`config.mk`:
```
export PLATFORM = sky130hd
export DESIGN_NAME = bldc_cfg_status_regs_v2_flat
export DESIGN_NICKNAME = d
export VERILOG_FILES = /design/src/rtl/bldc_cfg_status_regs_v2_if.sv /design/src/rtl/bldc_cfg_status_regs_v2.sv /design/src/flat_wrapper.sv
export SDC_FILE = /design/constraint.sdc
export NUM_CORES = 1
export LEC_CHECK = 0
export BUFFER_PORTS_ARGS = -buffer_cell sky130_fd_sc_hd__buf_2
export CORE_MARGIN = 5
export CORE_UTILIZATION = 35
export CTS_CLUSTER_DIAMETER = 200
export DETAILED_ROUTE_END_ITERATION = 16
export HOLD_SLACK_MARGIN = 0.03
export PLACE_DENSITY_LB_ADDON = 0.12
export SLEW_MARGIN = 20
export SYNTH_ARGS = -nofsm -noshare
export SYNTH_HDL_FRONTEND = slang
export SYNTH_SLANG_ARGS = --single-unit
```
`constraint.sdc`:
```
create_clock -name clk -period 1.5 [get_ports clk]
set_input_delay 0.075 -clock clk [delete_from_list [all_inputs] [get_ports clk]]
set_output_delay 0.075 -clock clk [all_outputs]
set_load 0.005 [all_outputs]
```
`src/rtl/bldc_cfg_status_regs_v2_if.sv`:
```
// Register bus between the Wishbone slave adapter and the BLDC register file.
interface bldc_cfg_status_regs_v2_if #(
  parameter int unsigned ADDR_W = 32,
  parameter int unsigned DATA_W = 32
);
  logic [ADDR_W-1:0] addr_i;
  logic [DATA_W-1:0] wdata_i;
  logic              wen_i;
  logic              ren_i;
  logic [DATA_W-1:0] rdata_o;

  modport master (output addr_i, wdata_i, wen_i, ren_i, input rdata_o);
  modport slave  (input addr_i, wdata_i, wen_i, ren_i, output rdata_o);
endinterface

```
`src/rtl/bldc_cfg_status_regs_v2.sv`:
```
// BLDC register file: shadowed PWM timing, ADC capture with overrun, sticky W1C interrupts.
// Optional BLDC_HALL_TS_EN adds the hall interval timestamp register at 0x1C.
module bldc_cfg_status_regs_v2 #(
  parameter int unsigned ADDR_W = 32,
  parameter int unsigned DATA_W = 32,
  parameter int unsigned NCH    = 3,
  parameter int unsigned ADC_W  = 12,
  parameter int unsigned PWM_W  = 12,
  parameter int unsigned HALL_W = 3,
  parameter int unsigned TS_W   = 24
) (
  input  logic                   clk,
  input  logic                   rst_n,
  bldc_cfg_status_regs_v2_if.slave bus,
  output logic                   pwm_en_o,
  output logic                   adc_en_o,
  output logic [PWM_W-1:0]       pwm_period_o,
  output logic [PWM_W-1:0]       pwm_duty_o,
  output logic [2:0]             comm_o,
  output logic                   bldc_int_o,
  input  logic                   pwm_sync_i,
  input  logic [NCH-1:0]         adc_valid_i,
  input  logic [NCH*ADC_W-1:0]   adc_data_i,
  input  logic [HALL_W-1:0]      hall_value_i,
  input  logic                   hall_int_i
);
  localparam int unsigned NB = NCH + 2;

  logic [PWM_W-1:0]  r_per_sh, r_duty_sh, r_per, r_duty;
  logic              r_pend, r_pwm_en, r_adc_en, r_hall_d, r_int;
  logic [2:0]        r_comm;
  logic [HALL_W-1:0] r_hsv;
  logic [NB-1:0]     r_isr, r_ier;
  logic [ADC_W-1:0]  r_adc [NCH];
  logic [NCH-1:0]    r_unread, r_ovr;
  logic [DATA_W-1:0] r_rdata;

  logic [ADDR_W-1:0] w_addr;
  logic [7:0]        w_a;
  logic              w_wr_ppr, w_wr_pdcr, w_wr_ccr, w_wr_bier, w_apply, w_hall_ev;
  logic [NB-1:0]     w_clr, w_ev;
  logic [NCH-1:0]    w_ch_rd, w_cap;
  logic [DATA_W-1:0] w_rd;
  logic              w_unused;

  assign w_addr    = bus.addr_i;
  assign w_a       = w_addr[7:0];
  assign w_wr_ppr  = bus.wen_i && (w_a == 8'h00);
  assign w_wr_pdcr = bus.wen_i && (w_a == 8'h04);
  assign w_wr_ccr  = bus.wen_i && (w_a == 8'h0C);
  assign w_wr_bier = bus.wen_i && (w_a == 8'h14);
  assign w_clr     = (bus.wen_i && (w_a == 8'h18)) ? bus.wdata_i[NB-1:0] : '0;
  assign w_hall_ev = hall_int_i & ~r_hall_d;
  assign w_ev      = {adc_valid_i, pwm_sync_i, w_hall_ev};
  assign w_cap     = adc_valid_i & {NCH{r_adc_en}};
  // Shadow goes live at the period boundary, or right away while the PWM is stopped.
  assign w_apply   = r_pend && (pwm_sync_i || !r_pwm_en);
  assign w_unused  = ^{w_addr[ADDR_W-1:8], bus.wdata_i, {TS_W{1'b0}}};

  assign bus.rdata_o  = r_rdata;
  assign pwm_en_o     = r_pwm_en;
  assign adc_en_o     = r_adc_en;
  assign pwm_period_o = r_per;
  assign pwm_duty_o   = r_duty;
  assign comm_o       = r_comm;
  assign bldc_int_o   = r_int;

`ifdef BLDC_HALL_TS_EN
  logic [TS_W-1:0] r_ts, r_htsr;

  // Free-running interval counter, restarted at 1 by each hall event.
  always_ff @(posedge clk) begin
    if (!rst_n) begin
      r_ts   <= '0;
      r_htsr <= '0;
    end else if (w_hall_ev) begin
      r_htsr <= r_ts;
      r_ts   <= TS_W'(1);
    end else if (r_ts != '1) begin
      r_ts <= r_ts + TS_W'(1);
    end
  end
`endif

  // Read decode and per-channel read hits.
  always_comb begin
    w_rd    = '0;
    w_ch_rd = '0;
    for (int i = 0; i < NCH; i++) w_ch_rd[i] = bus.ren_i && (w_a == 8'(32 + 4 * i));
    case (w_a)
      8'h00: begin
        w_rd[PWM_W-1:0]  = r_per_sh;
        w_rd[16 +: PWM_W] = r_duty_sh;
      end
      8'h04: begin
        w_rd[0]  = r_pwm_en;
        w_rd[1]  = r_adc_en;
        w_rd[31] = r_pend;
      end
      8'h08: w_rd[HALL_W-1:0] = r_hsv;
      8'h0C: w_rd[2:0] = r_comm;
      8'h10: w_rd[NB-1:0] = r_isr;
      8'h14: w_rd[NB-1:0] = r_ier;
`ifdef BLDC_HALL_TS_EN
      8'h1C: w_rd[TS_W-1:0] = r_htsr;
`endif
      default: begin
        for (int i = 0; i < NCH; i++) begin
          if (w_a == 8'(32 + 4 * i)) begin
            w_rd[ADC_W-1:0] = r_adc[i];
            w_rd[15]        = r_ovr[i];
          end
        end
      end
    endcase
  end

  always_ff @(posedge clk) begin
    if (!rst_n) begin
      r_per_sh  <= '0;
      r_duty_sh <= '0;
      r_per     <= '0;
      r_duty    <= '0;
      r_pend    <= 1'b0;
      r_pwm_en  <= 1'b0;
      r_adc_en  <= 1'b0;
      r_hall_d  <= 1'b0;
      r_int     <= 1'b0;
      r_comm    <= '0;
      r_hsv     <= '0;
      r_isr     <= '0;
      r_ier     <= '0;
      r_unread  <= '0;
      r_ovr     <= '0;
      r_rdata   <= '0;
      for (int i = 0; i < NCH; i++) r_adc[i] <= '0;
    end else begin
      r_hall_d <= hall_int_i;
      r_hsv    <= hall_value_i;
      if (w_wr_ppr) begin
        r_per_sh  <= bus.wdata_i[PWM_W-1:0];
        r_duty_sh <= bus.wdata_i[16 +: PWM_W];
      end
      if (w_apply) begin
        r_per  <= r_per_sh;
        r_duty <= r_duty_sh;
      end
      r_pend <= w_wr_ppr | (r_pend & ~w_apply);
      if (w_wr_pdcr) begin
        r_pwm_en <= bus.wdata_i[0];
        r_adc_en <= bus.wdata_i[1];
      end
      if (w_wr_ccr)  r_comm <= bus.wdata_i[2:0];
      if (w_wr_bier) r_ier  <= bus.wdata_i[NB-1:0];
      // Set beats clear when both hit the same bit in one cycle.
      r_isr <= (r_isr & ~w_clr) | w_ev;
      r_int <= |(r_isr & r_ier);
      for (int i = 0; i < NCH; i++) begin
        if (w_cap[i]) r_adc[i] <= adc_data_i[i*ADC_W +: ADC_W];
      end
      r_unread <= w_cap | (r_unread & ~w_ch_rd);
      r_ovr    <= ~w_ch_rd & (r_ovr | (w_cap & r_unread));
      r_rdata  <= bus.ren_i ? w_rd : '0;
    end
  end
endmodule

```
`src/flat_wrapper.sv`:
```
// flat-port wrapper written by rule: the top's interface ports become plain ports
module bldc_cfg_status_regs_v2_flat 
#(
  parameter int unsigned ADDR_W = 32,
  parameter int unsigned DATA_W = 32,
  parameter int unsigned NCH    = 3,
  parameter int unsigned ADC_W  = 12,
  parameter int unsigned PWM_W  = 12,
  parameter int unsigned HALL_W = 3,
  parameter int unsigned TS_W   = 24
)
  (clk, rst_n, pwm_en_o, adc_en_o, pwm_period_o, pwm_duty_o, comm_o, bldc_int_o, pwm_sync_i, adc_valid_i, adc_data_i, hall_value_i, hall_int_i, bus_addr_i, bus_wdata_i, bus_wen_i, bus_ren_i, bus_rdata_o);
  bldc_cfg_status_regs_v2_if #(.ADDR_W(ADDR_W), .DATA_W(DATA_W)) bus_i ();
  input  logic clk;
  input  logic rst_n;
  output logic pwm_en_o;
  output logic adc_en_o;
  output logic [PWM_W-1:0] pwm_period_o;
  output logic [PWM_W-1:0] pwm_duty_o;
  output logic [2:0] comm_o;
  output logic bldc_int_o;
  input  logic pwm_sync_i;
  input  logic [NCH-1:0] adc_valid_i;
  input  logic [NCH*ADC_W-1:0] adc_data_i;
  input  logic [HALL_W-1:0] hall_value_i;
  input  logic hall_int_i;
  input wire logic [$bits(bus_i.addr_i)-1:0] bus_addr_i;
  input wire logic [$bits(bus_i.wdata_i)-1:0] bus_wdata_i;
  input wire logic [$bits(bus_i.wen_i)-1:0] bus_wen_i;
  input wire logic [$bits(bus_i.ren_i)-1:0] bus_ren_i;
  output wire logic [$bits(bus_i.rdata_o)-1:0] bus_rdata_o;
  assign bus_i.addr_i = bus_addr_i;
  assign bus_i.wdata_i = bus_wdata_i;
  assign bus_i.wen_i = bus_wen_i;
  assign bus_i.ren_i = bus_ren_i;
  assign bus_rdata_o = bus_i.rdata_o;
  bldc_cfg_status_regs_v2 #(.ADDR_W(ADDR_W), .DATA_W(DATA_W), .NCH(NCH), .ADC_W(ADC_W), .PWM_W(PWM_W), .HALL_W(HALL_W), .TS_W(TS_W)) u_core (.clk(clk), .rst_n(rst_n), .bus(bus_i), .pwm_en_o(pwm_en_o), .adc_en_o(adc_en_o), .pwm_period_o(pwm_period_o), .pwm_duty_o(pwm_duty_o), .comm_o(comm_o), .bldc_int_o(bldc_int_o), .pwm_sync_i(pwm_sync_i), .adc_valid_i(adc_valid_i), .adc_data_i(adc_data_i), .hall_value_i(hall_value_i), .hall_int_i(hall_int_i));
endmodule
```
# [Word-level counts from Yosys, hierarchy flattened]
# Memories as Yosys holds them, arrays and structs flattened.
# Cells that the tools add are included.
[totals] reg_bits=107 ramBits=36 in_bits=112 output_inout_bits=62 wordCells=94 mem_count=1
[classes] eq_ne=9 mux=24 bitwise=21 reduce_logical=19
[memory_table] memory="u_core.r_adc" words=3 word_bits=12 rd=3 rd_ports_with_merged_regs=0 wr=3 line="bldc_cfg_status_regs_v2.sv:34" source="logic [ADC_W-1:0] r_adc [NCH];"
[op_table] operator="$mux 12" count=6
[op_table] operator="$eq 8x5->1 const B" count=3
[op_table] operator="$eq 8x6->1 const B" count=3
[op_table] operator="$eq 8x4->1 const B" count=2
[op_table] operator="$pmux 7 s2" count=1
[op_table] operator="$mux 1" count=13
[op_table] operator="$and 3x3->3" count=4
[op_table] operator="$pmux 2 s6" count=1
[op_table] operator="$and 5x5->5" count=2
[op_table] operator="$reduce_or 5->1" count=2
[op_table] operator="$logic_and 1x1->1" count=9
[op_table] operator="$eq 8x3->1 const B" count=1
[op_table] operator="$logic_not 8->1" count=1
[op_table] operator="$pmux 2 s4" count=1
[op_table] operator="$reduce_or 8->1" count=1
[op_table] operator="$or 3x3->3" count=2
[op_table] operator="$pmux 1 s6" count=1
[op_table] operator="$reduce_and 3->1" count=2
[op_table] operator="$mux 5" count=1
[op_table] operator="$not 5->5" count=1
[op_table] operator="$or 5x5->5" count=1
[op_table] operator="$not 1->1" count=4
[op_table] operator="$or 1x1->1" count=4
[op_table] operator="$not 3->3" count=1
[op_table] operator="5 further kinds" count=6

# [Depth between registers and ports, before layout]
# Gate-level depths: netlist of the first run.
[logic_depth] ltp_word=6 mapped_depth=7 mapped_depth_nobuf=4

# [Least setup slack after synthesis of the first run]
# OpenSTA, ideal clock, no wires.
[synth_path] path_type="input -> register" start="in rst_n" end="mem u_core.r_adc[0][0], enable pin" arrival_ns=1.158 required_ns=1.166 path_slack_ns=0.008 stages=4 n_path_buf=3 path_cell_list="clkbuf_1 > clkbuf_1 > clkbuf_1 > nand2_1"
[synth_rtl] item="from (decl)" line="flat_wrapper.sv:15" source="input logic rst_n;"
[synth_rtl] item="to (decl)" line="bldc_cfg_status_regs_v2.sv:34"

==> flow_metrics.py, run 1 <==
metrics = {
    "outcome": {
        "outcome": "finished clean",
    },
    "power_and_ir_drop": {
        "relative_contribution_of_sequential_cells_to_total_power_pct": 46.6,
        "static-leakage-power_nw": 3.33,
        "clkPwrFrac_pct": 46.8,
        "power.share.switching_pct": 21.8,
        "power.net_switching_mw": 1.80,
        "power.density_cell_area_nw_per_um2": 1050,
        "cell_internal_pwr_mw": 6.48,
        "p_comb_share_pct": 6.6,
        "max-vdd-ir-drop_mv": 0.773,
    },
    "finish": {
        "layout_common_cells": "135 x sky130_fd_sc_hd__buf_2, 114 x sky130_fd_sc_hd__nand2_1, 101 x sky130_fd_sc_hd__dfxtp_1, 70 x sky130_fd_sc_hd__dlygate4sd3_1, 55 x sky130_fd_sc_hd__and2_1",
        "layout.cells.most_common": "sky130_fd_sc_hd__buf_2",
        "fillers": 1508,
        "area_growth_syn_to_layout_pct": 40.9,
        "multi_input_combinational_cell_area_um2": 2290,
        "regArea_um2": 3100,
        "drive_above_1_share_pct": 28.1,
        "finish.cell_count_without_fillers": 994,
        "design.final.nets": 877,
        "number_of_antenna_repair_diodes": 0,
    },
    "placement": {
        "placed_cells": 892,
        "dp_slack_ns": 0.0394,
        "gp_congestion": 0.869,
        "buffer_ports.inserted": 135,
        "detail_placement_hpwl_mm": 10.8,
    },
    "clocking": {
        "cts-buffers-inserted": 17,
        "hold_buffers_post_cts": 70,
        "cts_tree": "yes",
        "ctsResizeCount": 0,
        "clk_pin_slew_worst_paths_ns": 0.05,
        "cts_buffer_depth": 2,
        "clock_network_latency_to_the_later_pin_of_the_worst_skew_pair_ns": 0.41,
        "clockRootBuffer": "sky130_fd_sc_hd__clkbuf_16",
        "clock_sink_count": 137,
        "cts_max_level": 4,
        "cts_post_setup_buffers_inserted": 0,
    },
    "timing": {
        "fin_crit_sh_pct": 88.1,
        "setup_viol": 0,
        "timing_max_transition_violations_final": 0,
        "rsz_0062_raised_after_global_routing": "false",
        "finalHoldViolations": 0,
        "worst_clock_skew_ns": 0.00944,
        "finalWorstPathRequiredPeriod_ns": 1.32,
        "achievable-frequency_mhz": 757,
        "setup_tns_ns": 0,
        "timing.final.ws_setup_ns": 0.179,
    },
    "route": {
        "remaining_drc_errors": 0,
        "via_count": 4521,
        "detail-route-antenna-nets": 0,
        "routed_wl_per_cell_um": 14.9,
        "wl_mm": 14.8,
        "via_per_inst": 4.55,
        "detailedRoute.firstIterationViolations": 243,
        "detail_route.first_pass.iterations": 5,
    },
    "setup_path": {
        "arrival_ns": 1.48,
        "criticalPathCategory": "in2reg",
        "timing.critical_path.max_delay_family": "buffers and inverters",
        "crit_cells": 5,
        "cp.required_ns": 1.66,
        "slowest_delay_ns": 0.52,
        "worstSetupEndpointType": "flop",
        "critical_path.slowest_cell": "sky130_fd_sc_hd__dlygate4sd3_1",
        "timing.critical_path.buf_inv": 3,
        "startpoint_type": "input port",
        "worst_r2r_path_depth": 3,
        "cp_cell_sequence": "dlygate4sd3_1, buf_2, o311a_1, buf_12, and2_1",
        "crit_fanout": 36,
    },
    "global_route": {
        "first_global_vias": 4550,
        "grt_pass1_wl_mm": 23.4,
        "antenna_found_initial": 0,
        "grt_max_degree": 56,
        "globalRoute.totalOverflow": 0,
        "global_route.usage.total_pct": 16.3,
    },
    "logic_synthesis": {
        "synth.distinct_cells": 51,
        "number_of_enable_flip_flop_cells_after_synthesis": 36,
        "yosysWarningCount": 0,
        "async_flop_share_pct": 0,
        "syn_area_per_cell_um2": 10.2,
        "register_area_share_after_synthesis_pct": 55.5,
        "syn-cell-area_um2": 5590,
        "synth_ff_type": "sky130_fd_sc_hd__dfxtp_1",
        "ys_ff_latch": 137,
        "postSynthCellCount": 546,
    },
    "floorplanning": {
        "die_ar_um2": 18600,
        "core.rowCount": 46,
        "die_w_um": 136,
        "core_region_area_um2": 15800,
        "ioPinCount": 174,
        "die-height_um": 136,
        "start_util_pct": 35.4,
    },
    "min_path": {
        "worstHoldPathCells": 3,
        "worstHoldPathType": "in2reg",
    },
    "job": {
        "timing.max_cap.violations": 0,
    },
}
[worst reg2reg max path: cells and delay by family (launching register included)]
| family | cells | cell delay [ns] |
|---|---|---|
| simple gates | 1 | 0.17 |
| compound gates | 1 | 0.29 |
| flops | 1 | 0.53 |
| buf+inv | 1 | 0.17 |
[power by group through the flow]
stage | sequential, mW | clock, mW | combinational, mW
finish | 3.86 | 3.88 | 0.544
detailed placement | 3.94 | 0 | 0.403
global route | 3.86 | 4.15 | 0.593
floorplan | 3.93 | 0 | 0.212
global placement | 3.94 | 0 | 0.401
CTS | 3.86 | 3.97 | 0.545
[path summary, 6_finish.rpt]
kind | start | end | slack, ns
max reg2reg | u_core.adc_en_o | u_core.r_adc[0][15] | 0.20
max | adc_valid_i[1] | u_core.r_adc[0][15] | 0.18
min | bus_addr_i[4] | u_core.bus.rdata_o[31] | 0.07
min reg2reg | u_core.pwm_duty_o[8] | u_core.pwm_duty_o[8] | 0.44
[Yosys cell counts (2+ instances only)]
cell type	number	area (um^2)
sky130_fd_sc_hd__a21oi_1	8	40.0
sky130_fd_sc_hd__o2bb2ai_1	3	26.3
sky130_fd_sc_hd__o21ai_1	6	30.0
sky130_fd_sc_hd__nor3_1	6	30.0
sky130_fd_sc_hd__edfxtp_1	36	1080
sky130_fd_sc_hd__dfxtp_1	101	2020
sky130_fd_sc_hd__a21boi_1	53	398
sky130_fd_sc_hd__and3_1	7	43.8
sky130_fd_sc_hd__nand2_1	114	428
sky130_fd_sc_hd__clkbuf_1	25	93.8
sky130_fd_sc_hd__mux2i_1	19	190
sky130_fd_sc_hd__nor4_2	2	25.0
sky130_fd_sc_hd__o21a_1	5	37.5
sky130_fd_sc_hd__o21ai_0	7	35.0
sky130_fd_sc_hd__o21ai_2	5	43.8
sky130_fd_sc_hd__and2_1	55	344
sky130_fd_sc_hd__a32oi_1	2	17.5
sky130_fd_sc_hd__o211ai_1	2	15.0
sky130_fd_sc_hd__o221a_1	2	22.5
sky130_fd_sc_hd__nor2_1	13	48.8
sky130_fd_sc_hd__mux2_2	7	78.8
sky130_fd_sc_hd__nand4_1	3	18.8
sky130_fd_sc_hd__buf_2	5	25.0
sky130_fd_sc_hd__a31oi_1	3	18.8
sky130_fd_sc_hd__nand3_1	5	25.0
sky130_fd_sc_hd__nor2b_1	13	81.3
sky130_fd_sc_hd__and4_1	2	17.5
sky130_fd_sc_hd__buf_4	8	60.1
sky130_fd_sc_hd__a21boi_0	5	37.5
sky130_fd_sc_hd__buf_6	3	33.8
[area by class of cell]
cell class / count / area share, %
Clock inverter: 12 / 1.29
Timing Repair Buffer: 236 / 21.1
Sequential cell: 137 / 39.4
Multi-Input combinational cell: 373 / 29.1
Tap cell: 216 / 3.43
Clock buffer: 20 / 5.72
[sequential cells by signal (all words and copies together), names as in the netlist, 5 cells and up]
register / cells
u_core.bus.rdata_o: 26
u_core.r_ier: 5
u_core.r_isr: 5
u_core.pwm_period_o: 12
u_core.pwm_duty_o: 12
u_core.r_duty_sh: 12
u_core.r_per_sh: 12
u_core.r_adc: 36
[per-stage QoR]
step | cell area (um^2) | power (mW) | hold slack, ns | utilization, %
4_1_cts | 7880 | 8.38 | 0.0527 | 49.9
3_3_place_gp | 6620 | 4.34 | 0.283 | 42.0
2_1_floorplan | 5610 | 4.14 | 0.197 | -
6_report | 7880 | 8.28 | 0.0732 | 49.9
5_1_grt | 7880 | 8.61 | 0.0707 | 49.9
3_5_place_dp | 6620 | 4.34 | 0.284 | 42.0
[cell families after synthesis]
kind of cell    after synthesis  share of synthesized area (%)
simple gates                231                           21.1
flops                       137                           55.5
compound gates              108                           14.1
buf+inv                      41                           3.81
mux                          28                           5.42
other cells                   1                         0.0671
[per-layer routing]
metal / GRT usage, % / vias to the layer above / share of wire, % / wire length (um)
met4: 5.49 / 0 / 1.4 / 204
li1: - / 2313 / - / -
met1: 21.1 / 2070 / 46 / 6890
met3: 4.22 / 16 / 4.7 / 690
met2: 26.6 / 122 / 48 / 7050
met5: 0 / - / 0 / 0
Power figures use the tool's default switching activity.
==> run 2: changes to the inputs <==
Settings changed: ABC_AREA from default to 1, CTS_CLUSTER_SIZE from default to 12.
==> run 2 against run 1 <==
Utilization up 1.2 points. Non-clock buffer count down 15. Via count up 6.1%. Combinational power down 12%. Critical path depth up 1. Clock power up 12%. Global-route usage down 0.14 points. Hold slack better by 0.071 ns. Sequential share of layout area up 0.20 points. Synthesized cell count up 18%. Worst setup slack worse by 0.079 ns. Synthesized area down 1.3%. Largest power group unchanged.
==> flow_metrics.py, run 2 <==
metrics = {
    "clocking": {
        "clock_sink_count": 137,
        "clock_network_latency_to_the_later_pin_of_the_worst_skew_pair_ns": 0.42,
        "cts-buffers-inserted": 17,
        "cts_tree": "yes",
        "clockRootBuffer": "sky130_fd_sc_hd__clkbuf_16",
        "cts_buffer_depth": 2,
        "cts_max_level": 4,
        "clk_pin_slew_worst_paths_ns": 0.06,
    },
    "power_and_ir_drop": {
        "p_comb_share_pct": 5.5,
        "cell_internal_pwr_mw": 6.89,
        "power.density_cell_area_nw_per_um2": 1110,
        "final_total_pwr_mw": 8.70,
        "static-leakage-power_nw": 3.64,
        "clkPwrFrac_pct": 50.1,
        "power.share.switching_pct": 20.7,
        "relative_contribution_of_sequential_cells_to_total_power_pct": 44.4,
        "power.net_switching_mw": 1.80,
        "max-vdd-ir-drop_mv": 0.938,
    },
    "setup_path": {
        "cp.required_ns": 1.86,
        "startpoint_type": "input port",
        "worstSetupEndpointType": "flop",
        "criticalPathCategory": "in2reg",
        "arrival_ns": 1.76,
        "crit_fanout": 37,
    },
    "global_route": {
        "grt_pass1_wl_mm": 23.5,
        "grt_max_degree": 41,
        "antenna_found_initial": 0,
        "first_global_vias": 4781,
        "global_route.usage.total_pct": 16.2,
        "globalRoute.totalOverflow": 0,
    },
    "logic_synthesis": {
        "syn-cell-area_um2": 5520,
        "postSynthCellCount": 643,
        "number_of_enable_flip_flop_cells_after_synthesis": 36,
        "syn_area_per_cell_um2": 8.58,
        "synthTopCellsByArea": "sky130_fd_sc_hd__dfxtp_1 37%, sky130_fd_sc_hd__edfxtp_1 20%, sky130_fd_sc_hd__nand2_1 6.1%, sky130_fd_sc_hd__inv_1 6.1%, sky130_fd_sc_hd__nor2_1 5.8%",
        "ys_ff_latch": 137,
        "register_area_share_after_synthesis_pct": 56.3,
        "synth_area_leader_cell": "sky130_fd_sc_hd__dfxtp_1",
        "synth_ff_type": "sky130_fd_sc_hd__dfxtp_1",
        "async_flop_share_pct": 0,
        "netlist_top_cells_count": "101 x sky130_fd_sc_hd__dfxtp_1, 90 x sky130_fd_sc_hd__nand2_1, 89 x sky130_fd_sc_hd__inv_1, 85 x sky130_fd_sc_hd__nor2_1, 62 x sky130_fd_sc_hd__o21ai_0",
        "synth.top_cell.area_share_pct": 36.7,
        "yosysWarningCount": 0,
        "yosys.cell_count.top_type": "sky130_fd_sc_hd__dfxtp_1",
        "synth.distinct_cells": 30,
    },
    "timing": {
        "fin_crit_sh_pct": 93.3,
        "slew_margin_rel_pct": 62.6,
        "finalHoldViolations": 0,
        "worst_clock_skew_ns": 0.00865,
        "finalWorstPathRequiredPeriod_ns": 1.40,
        "achievable-frequency_mhz": 714,
        "timing_max_transition_violations_final": 0,
        "setup_tns_ns": 0,
        "rsz_0062_raised_after_global_routing": "false",
        "whs_ns": 0.144,
        "worstMarginPinSlew_ns": 0.557,
        "setup_viol": 0,
    },
    "finish": {
        "multi_input_combinational_cell_area_um2": 1910,
        "drive_above_1_share_pct": 25.0,
        "number_of_antenna_repair_diodes": 0,
        "regArea_um2": 3100,
        "largest_register_ffs": 36,
        "area_growth_syn_to_layout_pct": 42.1,
        "layout_common_cells": "135 x sky130_fd_sc_hd__buf_2, 101 x sky130_fd_sc_hd__dfxtp_1, 90 x sky130_fd_sc_hd__nand2_1, 89 x sky130_fd_sc_hd__inv_1, 85 x sky130_fd_sc_hd__nor2_1",
        "layout.cells.most_common": "sky130_fd_sc_hd__buf_2",
        "largest_register": "u_core.r_adc",
        "fillers": 1496,
        "design.final.nets": 970,
    },
    "outcome": {
        "outcome": "finished clean",
    },
    "floorplanning": {
        "start_util_pct": 36.0,
        "die-height_um": 136,
        "ioPinCount": 174,
        "core_region_area_um2": 15300,
        "die_w_um": 136,
        "core.rowCount": 45,
        "die_ar_um2": 18400,
    },
    "route": {
        "via_per_inst": 4.44,
        "detailedRoute.firstIterationViolations": 347,
        "wl_mm": 14.4,
        "via_count": 4799,
        "detail-route-antenna-nets": 0,
        "remaining_drc_errors": 0,
        "detail_route.first_pass.iterations": 5,
        "routed_wl_per_cell_um": 13.3,
    },
    "placement": {
        "buffer_ports.inserted": 135,
        "detail_placement_hpwl_mm": 10.1,
        "gp_congestion": 0.879,
    },
    "min_path": {
        "worstHoldPathType": "in2reg",
    },
    "job": {
        "timing.max_cap.violations": 0,
    },
}
## run 2: worst max-delay path, cell delays in order
cell and delay [ns]:
sky130_fd_sc_hd__dlygate4sd3_1 0.52, sky130_fd_sc_hd__buf_2 0.18, sky130_fd_sc_hd__buf_6 0.27, sky130_fd_sc_hd__nand3_1 0.11
sky130_fd_sc_hd__nand2_1 0.06, sky130_fd_sc_hd__dlygate4sd3_1 0.54
## run 2: layer usage
| layer | vias up | wire length [um] | global-route usage (%) |
|---|---|---|---|
| met5 | - | 0 | 0 |
| met4 | 0 | 216 | 6.16 |
| met3 | 16 | 835 | 3.90 |
| met2 | 144 | 6870 | 26.9 |
| met1 | 2162 | 6490 | 20.4 |
| li1 | 2477 | - | - |
## run 2: power groups by stage
stage | combinational (mW) | sequential (mW) | clock, mW
detailed placement | 0.334 | 3.94 | 0
finish | 0.479 | 3.86 | 4.36
global route | 0.532 | 3.87 | 4.61
floorplan | 0.165 | 3.93 | 0
global placement | 0.329 | 3.94 | 0
CTS | 0.478 | 3.86 | 4.45
## run 2: cells by family after synthesis
kind of cell / count (synthesis) / synth area share (%)
simple gates: 256 / 22.3
flops: 137 / 56.3
other cells: 1 / 0.0680
buf+inv: 123 / 9.51
compound gates: 126 / 11.9
## run 2: final timing paths
| kind | startpoint | to | slack (ns) | cells past startpoint |
|---|---|---|---|---|
| worst max-delay path | rst_n | u_core.r_unread[1] | 0.10 | 6 |
| worst min register to register | u_core.r_ovr[0] | u_core.r_ovr[0] | 0.45 | 2 |
| worst min-delay path | bus_addr_i[3] | u_core.comm_o[2] | 0.14 | 5 |
| worst max register to register | u_core.adc_en_o | u_core.r_adc[0][23] | 0.10 | 4 |
## run 2: metrics by stage
step	instances	setup WS [ns]	util, %	instance area (um^2)
after floorplan	648	0.173	-	5530
after global placement	976	0.0905	42.2	6470
after detailed placement	976	0.123	42.2	6470
after CTS	1080	0.0295	51.0	7820
after global routing	1082	0.00668	51.2	7840
final	1082	0.100	51.2	7840
## run 2: final cells by class
type,count,share of cell area [%]
Tap cell,211,3.37
Clock inverter,8,1.33
Timing Repair Buffer,221,20.2
Inverter,93,4.45
Clock buffer,24,6.71
Multi-Input combinational cell,388,24.4
Sequential cell,137,39.6
## run 2: repair_timing
action	in CTS	in global routing
hold buffers	72	0
endpoints found under the hold margin	84	0
buffers inserted	0	2
gates resized for setup	0	1
endpoints found under the setup margin	0	1
